**src/rtl/gates_registered.sv**
```systemverilog
// gates_registered: bitwise two-input logic unit with registered results.
// One-cycle latency; in_valid gates capture, results hold otherwise.
module gates_registered #(
  parameter int WIDTH = 1
) (
  input  logic             clk,
  input  logic             rst,
  input  logic             in_valid,
  input  logic [WIDTH-1:0] A,
  input  logic [WIDTH-1:0] B,
  output logic [WIDTH-1:0] And,
  output logic [WIDTH-1:0] Or,
  output logic [WIDTH-1:0] Nor,
  output logic [WIDTH-1:0] Nand,
  output logic [WIDTH-1:0] Xor,
  output logic [WIDTH-1:0] Xnor,
  output logic [WIDTH-1:0] Not,
  output logic             out_valid
);

  logic [WIDTH-1:0] and_q, and_d;
  logic [WIDTH-1:0] or_q, or_d;
  logic [WIDTH-1:0] nor_q, nor_d;
  logic [WIDTH-1:0] nand_q, nand_d;
  logic [WIDTH-1:0] xor_q, xor_d;
  logic [WIDTH-1:0] xnor_q, xnor_d;
  logic [WIDTH-1:0] not_q, not_d;
  logic             vld_q, vld_d;

  // Next state: load gate functions on valid input, otherwise hold.
  always_comb begin
    and_d  = and_q;
    or_d   = or_q;
    nor_d  = nor_q;
    nand_d = nand_q;
    xor_d  = xor_q;
    xnor_d = xnor_q;
    not_d  = not_q;
    vld_d  = in_valid;
    if (in_valid) begin
      and_d  = A & B;
      or_d   = A | B;
      nor_d  = ~(A | B);
      nand_d = ~(A & B);
      xor_d  = A ^ B;
      xnor_d = ~(A ^ B);
      not_d  = ~A;
    end
  end

  // Result registers; reset clears everything, including inverted outputs.
  always_ff @(posedge clk) begin
    if (rst) begin
      and_q  <= '0;
      or_q   <= '0;
      nor_q  <= '0;
      nand_q <= '0;
      xor_q  <= '0;
      xnor_q <= '0;
      not_q  <= '0;
      vld_q  <= 1'b0;
    end else begin
      and_q  <= and_d;
      or_q   <= or_d;
      nor_q  <= nor_d;
      nand_q <= nand_d;
      xor_q  <= xor_d;
      xnor_q <= xnor_d;
      not_q  <= not_d;
      vld_q  <= vld_d;
    end
  end

  assign And       = and_q;
  assign Or        = or_q;
  assign Nor       = nor_q;
  assign Nand      = nand_q;
  assign Xor       = xor_q;
  assign Xnor      = xnor_q;
  assign Not       = not_q;
  assign out_valid = vld_q;

endmodule

```
**config.mk**
```make
export PLATFORM = sky130hd
export DESIGN_NAME = gates_registered
export DESIGN_NICKNAME = d
export VERILOG_FILES = /design/src/rtl/gates_registered.sv
export SDC_FILE = /design/constraint.sdc
export NUM_CORES = 1
export LEC_CHECK = 0
export BUFFER_PORTS_ARGS = -buffer_cell sky130_fd_sc_hd__buf_2
export CAP_MARGIN = 40
export CORE_AREA = 2 2 39 41
export DETAILED_ROUTE_END_ITERATION = 8
export DIE_AREA = 0 0 41 43
export PLACE_DENSITY_LB_ADDON = 0.3
export SLEW_MARGIN = 10
export SYNTH_ARGS = -nofsm -noshare
export SYNTH_HDL_FRONTEND = slang
export SYNTH_SLANG_ARGS = --single-unit
export TNS_END_PERCENT = 100
```
**constraint.sdc**
```tcl
create_clock -name clk -period 1.4 [get_ports clk]
set_input_delay 0.21 -clock clk [delete_from_list [all_inputs] [get_ports clk]]
set_output_delay 0.21 -clock clk [all_outputs]
set_load 0.1 [all_outputs]
```
Word level (Yosys, flattened, before mapping)
Index checks and enable logic that the tools add are counted.
Word-level totals
  register bits: 8
  input port bits: 5
  output and inout port bits: 8
  logic and storage cells: 15
Cells by class
  bitwise gates (word level): 7
Operator list (number)
  1-bit inverter: 4
  1-bit bitwise AND: 1
  1-bit OR: 1
  1-bit XOR: 1

Longest topological paths before layout
Gate-level depths: netlist of the first run.
  depth in word-level cells: 2
  gate-level depth with buffers: 4
  depth with buffers taken out: 4

Worst setup path after synthesis of the first run
OpenSTA, ideal clock, no wires.
  path type: register to register
  from: register, netlist name Not
  to: register not_q, in the netlist Not
  library setup time: 79 ps
  arrival: 1211 ps
  data required time: 1321 ps
  slack: 110 ps
  stages on the path, launching flop included: 3
  buffers on the path: 0
  period minus slack after synthesis: 1290 ps
  cell sequence: dfxtp_1 -> nor2_1 -> a211oi_2
RTL lines
  end signal, assigned: RTL line 69  | not_q <= not_d;
  end, declared: RTL line 27  | logic [WIDTH-1:0] not_q, not_d;

Final worst setup path of the first run
  from: register nor_q, in the netlist Nor
  to: output port Nor
RTL lines
  start, declared: RTL line 23  | logic [WIDTH-1:0] nor_q, nor_d;
  start signal, assigned: RTL line 65  | nor_q <= nor_d;
  end, declared: RTL line 13  | output logic [WIDTH-1:0] Nor,
No word-level cell between the ends.

==> flow_metrics.tcl, run 1 <==
set metrics [dict create \
    synth_top_area_cell "dfxtp_1" \
    ctsHoldBuffers 0 \
    start_util_pct 25.0 \
    design_area_um2 433 \
    port_buffers 12 \
    die_area_um2 1760 \
    fill_cells 154 \
    rsz0062_at_grt "false" \
    die_x_um 41 \
    start_kind "flop" \
    crit_arrival_ns 1.00 \
    die_y_um 43 \
    p_total_mw 0.599 \
    grt_max_degree 13 \
    hold_viol_final 0 \
    cts_setup_buffers 0 \
    cp-end-kind "output port" \
    ys_warn_count 0 \
    drcViolationCount 0 \
    synth_area_um2 347 \
    ys_ff_latch 8 \
    relSlewSlack_pct 67.7 \
    crit_required_ns 1.19 \
    final.setup_skew_ns 0 \
    holdPathEnd "Not" \
    clk_pin_slew_worst_paths_ns 0.06 \
    crit_type "reg -> out" \
    min_period_ns 1.21 \
    synth_area_leaders "dfxtp_1 (46%), a211oi_2 (14%), ha_1 (14%)" \
    hold_depth 2 \
    synthCells 31 \
    cts_buffer_depth 2 \
    holdCritPathClass "in -> reg" \
    antenna_found_initial 0 \
    ys_types 9 \
    placed_area_um2 410 \
    r2r-start "Not" \
    setup_viol 0 \
    core_um2 1380 \
    clock_sinks 8 \
    critPathBufInv 1 \
    path_max_fanout 2 \
    crit_slowest_cell "buf_2" \
    grt_overflow 0 \
    cts-root-buf "clkbuf_4" \
    grt_pass1_vias 222 \
    timing.rr.end "Not" \
    yosysSeqAreaShare_pct 46.2 \
    cts_max_level 1 \
    max_cap_viol_count 0 \
    grt_pass1_wl_um 945 \
    power.leakage_nw 0.218 \
    grt.total_usage_pct 8.69 \
    rows 14 \
    syn_nets 40 \
    cts_resized 0 \
    insertion_delay_ns 0.25 \
    cts_tree "done" \
    place_congestion 0.640 \
    dr.pass1.iters 3 \
    r2r_slack_ns 0.81 \
    ant_nets 0 \
    avgViaCountPerCell 4.03 \
    wl_um 569 \
    post_drt_wl_per_cell_um 9.48 \
    syn_area_per_cell_um2 11.2 \
    peakVddDrop_mv 0.380 \
    powerDensity_nw_per_um2 1380 \
    dr_total_vias 242 \
    slew_violations 0 \
    fin_setup_tns_ns 0 \
    cp_top_family "buffers and inverters" \
    antennaDiodeCount 0 \
    period_share_pct 86.7 \
    r2r_cells 2 \
    cts_buffers 3 \
    max_stage_delay_ns 0.42 \
    hold_path_startpoint "A" \
    yosysTopAreaCellShare_pct 46.2 \
    crit_cells 1 \
    io_pins 13 \
    nets 55 \
    drive_above_1_share_pct 43.2 \
    fmax_mhz 824 \
    areaGrowthSynthToFinish_pct 24.9 \
    status "finished, final reports clean" \
    drtIter0Drc 4 \
    crit_chain "buf_2" \
    tightest_slew_ns 0.488 \
]
-- metrics by stage --
step	util [%]	hold WS (ns)	std cells	setup slack, ns
after CTS	31.3	0.192	60	0.178
after global placement	29.7	0.453	57	0.380
after floorplan	-	0.307	31	0.110
after global routing	31.3	0.186	60	0.144
final	31.3	0.195	60	0.187
after detailed placement	29.7	0.464	57	0.369
-- power by group --
group / internal [mW] / switching [mW]
combinational: 0.0309 / 0.139
sequential: 0.242 / 0.00552
clock: 0.0984 / 0.0826
total: 0.372 / 0.227
-- sequential cells by signal, summed over array words and instances, names as in the netlist --
| name | flops |
|---|---|
| And | 1 |
| Or | 1 |
| Xor | 1 |
| Xnor | 1 |
| Nand | 1 |
| Nor | 1 |
| Not | 1 |
| out_valid | 1 |
-- placed cells by master (no fill, tap or decap) --
cell / instances
ha_1: 4
dfxtp_1: 8
inv_1: 2
mux2i_1: 3
nor2b_1: 1
clkbuf_4: 3
a211oi_2: 4
buf_2: 12
nor2_1: 7
-- Yosys cell counts --
| master | count |
|---|---|
| mux2i_1 | 3 |
| buf_6 | 1 |
| nor2b_1 | 1 |
| clkbuf_2 | 1 |
| nor2_1 | 7 |
| ha_1 | 4 |
| a211oi_2 | 4 |
| inv_1 | 2 |
| dfxtp_1 | 8 |
-- layout make-up --
class / instances / area [um2] / area share, %
Timing Repair Buffer: 12 / 60.1 / 13.9
Multi-Input combinational cell: 19 / 163 / 37.6
Tap cell: 16 / 20.0 / 4.62
Inverter: 2 / 7.51 / 1.73
Sequential cell: 8 / 160 / 37.0
Clock buffer: 3 / 22.5 / 5.20
-- cell families (layout without fill, tap and decap cells) --
logic type               count (synthesis)  after routing  synth area share [%]
multiplexers                             3              3                  8.66
buffers and inverters                    4             17                  6.86
adder cells (fa/ha/maj)                  4              4                  14.4
flip-flops                               8              8                  46.2
AO/OA/AOI/OAI                            4              4                  14.4
AND/OR/NAND/NOR                          8              8                  9.39
-- how the worst max path moves through the flow --
stage | from | end | slack, ns
2_1_floorplan | Not | Not | 0.11
3_3_place_gp | A | Xor | 0.38
3_5_place_dp | A | Xor | 0.37
4_1_cts | Nor | Nor | 0.18
5_1_grt | Nor | Nor | 0.14
6_report | Nor | Nor | 0.19
-- routing by layer --
| metal | vias to the layer above | GRT usage, % | part of all wire [%] |
|---|---|---|---|
| met3 | 0 | 4.71 | 5.1 |
| li1 | 133 | - | - |
| met1 | 105 | 10.5 | 43 |
| met4 | 0 | 6.00 | 0 |
| met5 | - | 0 | 0 |
| met2 | 4 | 11.3 | 52 |
Power figures use the tool's default switching activity.
==> inputs of run 2 (changes only) <==
GPL_TIMING_DRIVEN = 0   (was not set)
==> flow_metrics.tcl, run 2 (synthesis gave the netlist of run 1 again) <==
set metrics [dict create \
    cts-root-buf "clkbuf_4" \
    cts_resized 0 \
    cts_tree "done" \
    avgViaCountPerCell 4.20 \
    grt_max_degree 11 \
    dp_hpwl_um 416 \
    holdCritPathClass "in -> reg" \
    p_total_mw 0.593 \
    areaGrowthSynthToFinish_pct 28.2 \
    seq_power_share_pct 41.9 \
    rsz0062_at_grt "false" \
    cp-end-kind "output port" \
    grt_pass1_vias 243 \
    p_switching_mw 0.219 \
    max_cap_viol_count 0 \
    drcViolationCount 0 \
    start_util_pct 25.0 \
    crit_required_ns 1.19 \
    antenna_found_initial 0 \
    clk_pin_slew_worst_paths_ns 0.06 \
    fill_cells 157 \
    comb_power_share_pct 29.0 \
    drive_above_1_share_pct 44.4 \
    drtIter0Drc 0 \
    grt.total_usage_pct 7.77 \
    io_pins 13 \
    crit_arrival_ns 1.00 \
    power.leakage_nw 0.224 \
    start_kind "flop" \
    crit_slowest_cell "buf_2" \
    relSlewSlack_pct 67.9 \
    place_congestion 0.625 \
    p_sw_share_pct 37.0 \
    mostFrequentLayoutCells "buf_2 (11), dfxtp_1 (8), nor2_1 (7)" \
    powerDensity_nw_per_um2 1340 \
    pwr-share-clk_pct 29.1 \
    insertion_delay_ns 0.25 \
    grt_pass1_wl_um 869 \
    dr_total_vias 256 \
    fmax_mhz 825 \
    dr.pass1.iters 1 \
    max_stage_delay_ns 0.42 \
    cts_buffers 3 \
    min_period_ns 1.21 \
    cts_max_level 1 \
    wl_um 551 \
    fin_setup_tns_ns 0 \
    final.setup_skew_ns 0 \
    peakVddDrop_mv 0.414 \
    critPathBufInv 1 \
    status "finished, final reports clean" \
    port_buffers 11 \
    ctsHoldBuffers 0 \
    crit_chain "buf_2" \
    die_x_um 41 \
    clock_sinks 8 \
    cts_buffer_depth 2 \
    cp_top_family "buffers and inverters" \
    die_y_um 43 \
    grt_overflow 0 \
    cts_setup_buffers 0 \
    ant_nets 0 \
    post_drt_wl_per_cell_um 9.03 \
    setup_viol 0 \
    p_int_mw 0.374 \
    antennaDiodeCount 0 \
    crit_type "reg -> out" \
    die_area_um2 1760 \
    period_share_pct 86.6 \
    nets 56 \
    mostFrequentLayoutCell "buf_2" \
    path_max_fanout 2 \
    slew_violations 0 \
    tightest_slew_ns 0.484 \
    core_um2 1380 \
    hold_viol_final 0 \
    rows 14 \
]
==> run 2: layout make-up <==
| type | instances | area [um2] | area share (%) |
|---|---|---|---|
| Buffer | 2 | 16.3 | 3.66 |
| Clock buffer | 3 | 22.5 | 5.07 |
| Inverter | 2 | 7.51 | 1.69 |
| Multi-Input combinational cell | 19 | 163 | 36.6 |
| Sequential cell | 8 | 160 | 36.1 |
| Tap cell | 16 | 20.0 | 4.51 |
| Timing Repair Buffer | 11 | 55.1 | 12.4 |
==> run 2: power groups by stage <==
| stage | combinational [mW] | clock (mW) | sequential [mW] |
|---|---|---|---|
| CTS | 0.174 | 0.183 | 0.249 |
| detailed placement | 0.173 | 0 | 0.254 |
| global route | 0.179 | 0.192 | 0.250 |
| global placement | 0.173 | 0 | 0.253 |
| finish | 0.172 | 0.173 | 0.249 |
| floorplan | 0.0390 | 0 | 0.360 |
==> run 2: worst paths after layout <==
kind	start	to	depth (start not counted)	slack, ns
min reg2reg	Nor	Nor	2	0.49
min	A	Not	2	0.20
max reg2reg	And	And	2	0.81
max	Not	Not	1	0.19
==> run 2: metal layers <==
metal  global-route usage [%]  wire length, um  share of wire [%]
met5                        0                0                  0
met1                     7.19              230                 42
met4                     8.00                6                1.1
met3                     3.14               31                5.6
met2                     11.6              283                 51
==> run 2: through the flow <==
stage                     worst slack [ns]  area, um2  hold slack (ns)  utilization (%)  cells
after floorplan                      0.110        347            0.307                -     31
final                                0.187        444            0.200             32.1     61
after global routing                 0.149        444            0.199             32.1     61
after global placement               0.372        422            0.461             30.5     58
after detailed placement             0.365        422            0.463             30.5     58
after CTS                            0.173        444            0.194             32.1     61
==> run 2: worst reg2reg max path, cell delays in order (launching register included) <==
cell	delay, ns
dfxtp_1	0.30
mux2i_1	0.13
nor2_1	0.05
==> inputs of run 3 (changes only) <==
RECOVER_POWER = 50   (was not set)
==> flow_metrics.tcl, run 3 (synthesis gave the netlist of run 1 again) <==
set metrics [dict create \
    hold_viol_final 0 \
    setup_viol 0 \
    ctsHoldBuffers 0 \
    hold_path_startpoint "rst" \
    fin_setup_tns_ns 0 \
    grt_pass1_wl_um 869 \
    grt_max_degree 11 \
    mostFrequentLayoutCells "buf_2 (9), dfxtp_1 (8), nor2_1 (7)" \
    cts_tree "done" \
    cts_buffer_depth 2 \
    max_cap_viol_count 0 \
    cts_max_level 1 \
    port_buffers 11 \
    place_congestion 0.625 \
    die_y_um 43 \
    rsz0062_at_grt "false" \
    crit_type "reg -> out" \
    ant_nets 0 \
    slew_violations 0 \
    avgViaCountPerCell 4.15 \
    met1_length_um 239 \
    mostFrequentLayoutCell "buf_2" \
    route.met3.wl_um 33 \
    dr.pass1.iters 2 \
    powerDensity_nw_per_um2 1370 \
    critPathBufInv 1 \
    fill_cells 159 \
    areaGrowthSynthToFinish_pct 23.8 \
    peakVddDrop_mv 0.417 \
    grt_pass1_vias 243 \
    crit_slowest_cell "buf_2" \
    period_share_pct 86.7 \
    tightest_slew_ns 0.478 \
    holdCritPathClass "in -> reg" \
    wl_met2_um 281 \
    highest_layer "met3" \
    die_x_um 41 \
    wl_um 554 \
    crit_arrival_ns 1.00 \
    fmax_mhz 824 \
    cts_resized 0 \
    antennaDiodeCount 0 \
    cp_top_family "buffers and inverters" \
    startpoint "Not" \
    cp-end-kind "output port" \
    rows 14 \
    start_kind "flop" \
    status "finished, final reports clean" \
    dp_hpwl_um 416 \
    clock_sinks 8 \
    cts-root-buf "clkbuf_4" \
    final.setup_skew_ns 0 \
    crit_chain "buf_2" \
    die_area_um2 1760 \
    dr_total_vias 253 \
    drive_above_1_share_pct 35.6 \
    core_um2 1380 \
    power.leakage_nw 0.213 \
    max_stage_delay_ns 0.42 \
    clk_pin_slew_worst_paths_ns 0.06 \
    grt.total_usage_pct 7.77 \
    relSlewSlack_pct 68.1 \
    grt_overflow 0 \
    post-place-ws_ns 0.365 \
    start_util_pct 25.0 \
    min_period_ns 1.21 \
    antenna_found_initial 0 \
    post_drt_wl_per_cell_um 9.08 \
    cts_buffers 3 \
    crit_required_ns 1.19 \
    insertion_delay_ns 0.25 \
    drcViolationCount 0 \
    path_max_fanout 2 \
    r2r-start "Not" \
    cts_setup_buffers 0 \
    setup_slack_ns 0.186 \
    io_pins 13 \
    drtIter0Drc 1 \
    nets 56 \
]
-- run 3: cell type report --
type	count	area [um2]	share of cell area [%]
Sequential cell	8	160	37.3
Multi-Input combinational cell	19	158	36.7
Timing Repair Buffer	11	52.6	12.2
Clock buffer	3	22.5	5.25
Tap cell	16	20.0	4.66
Buffer	2	8.76	2.04
Inverter	2	7.51	1.75
-- run 3: per-layer routing --
| layer | track usage (%) | up-vias |
|---|---|---|
| met5 | 0 | - |
| met1 | 7.19 | 116 |
| li1 | - | 133 |
| met4 | 8.00 | 0 |
| met3 | 3.14 | 0 |
| met2 | 11.6 | 4 |
-- run 3: power by group --
group	internal, mW	switching (mW)	total, mW
sequential	0.243	0.00592	0.249
clock	0.0980	0.0762	0.174
combinational	0.0296	0.137	0.167
total	0.370	0.219	0.590
-- run 3: path summary, 6_finish.rpt --
path	to	slack, ns	depth (start not counted)
setup reg to reg	Not	0.76	2
hold reg to reg	Nor	0.49	2
setup / recovery	Not	0.19	1
hold / removal	out_valid	0.26	2
-- run 3: worst register-to-register path, stage by stage (launching register included) --
cell and delay [ns]:
dfxtp_1 0.33, nor2_1 0.05, a211oi_1 0.18
-- run 3: through the flow --
step	hold WS (ns)	power, mW	util [%]	instances	instance area, um2
floorplan	0.307	0.399	-	31	347
global placement	0.461	0.426	30.5	58	422
detailed placement	0.463	0.427	30.5	58	422
CTS	0.194	0.606	32.1	61	444
global route	0.286	0.616	31.0	61	429
finish	0.263	0.590	31.0	61	429
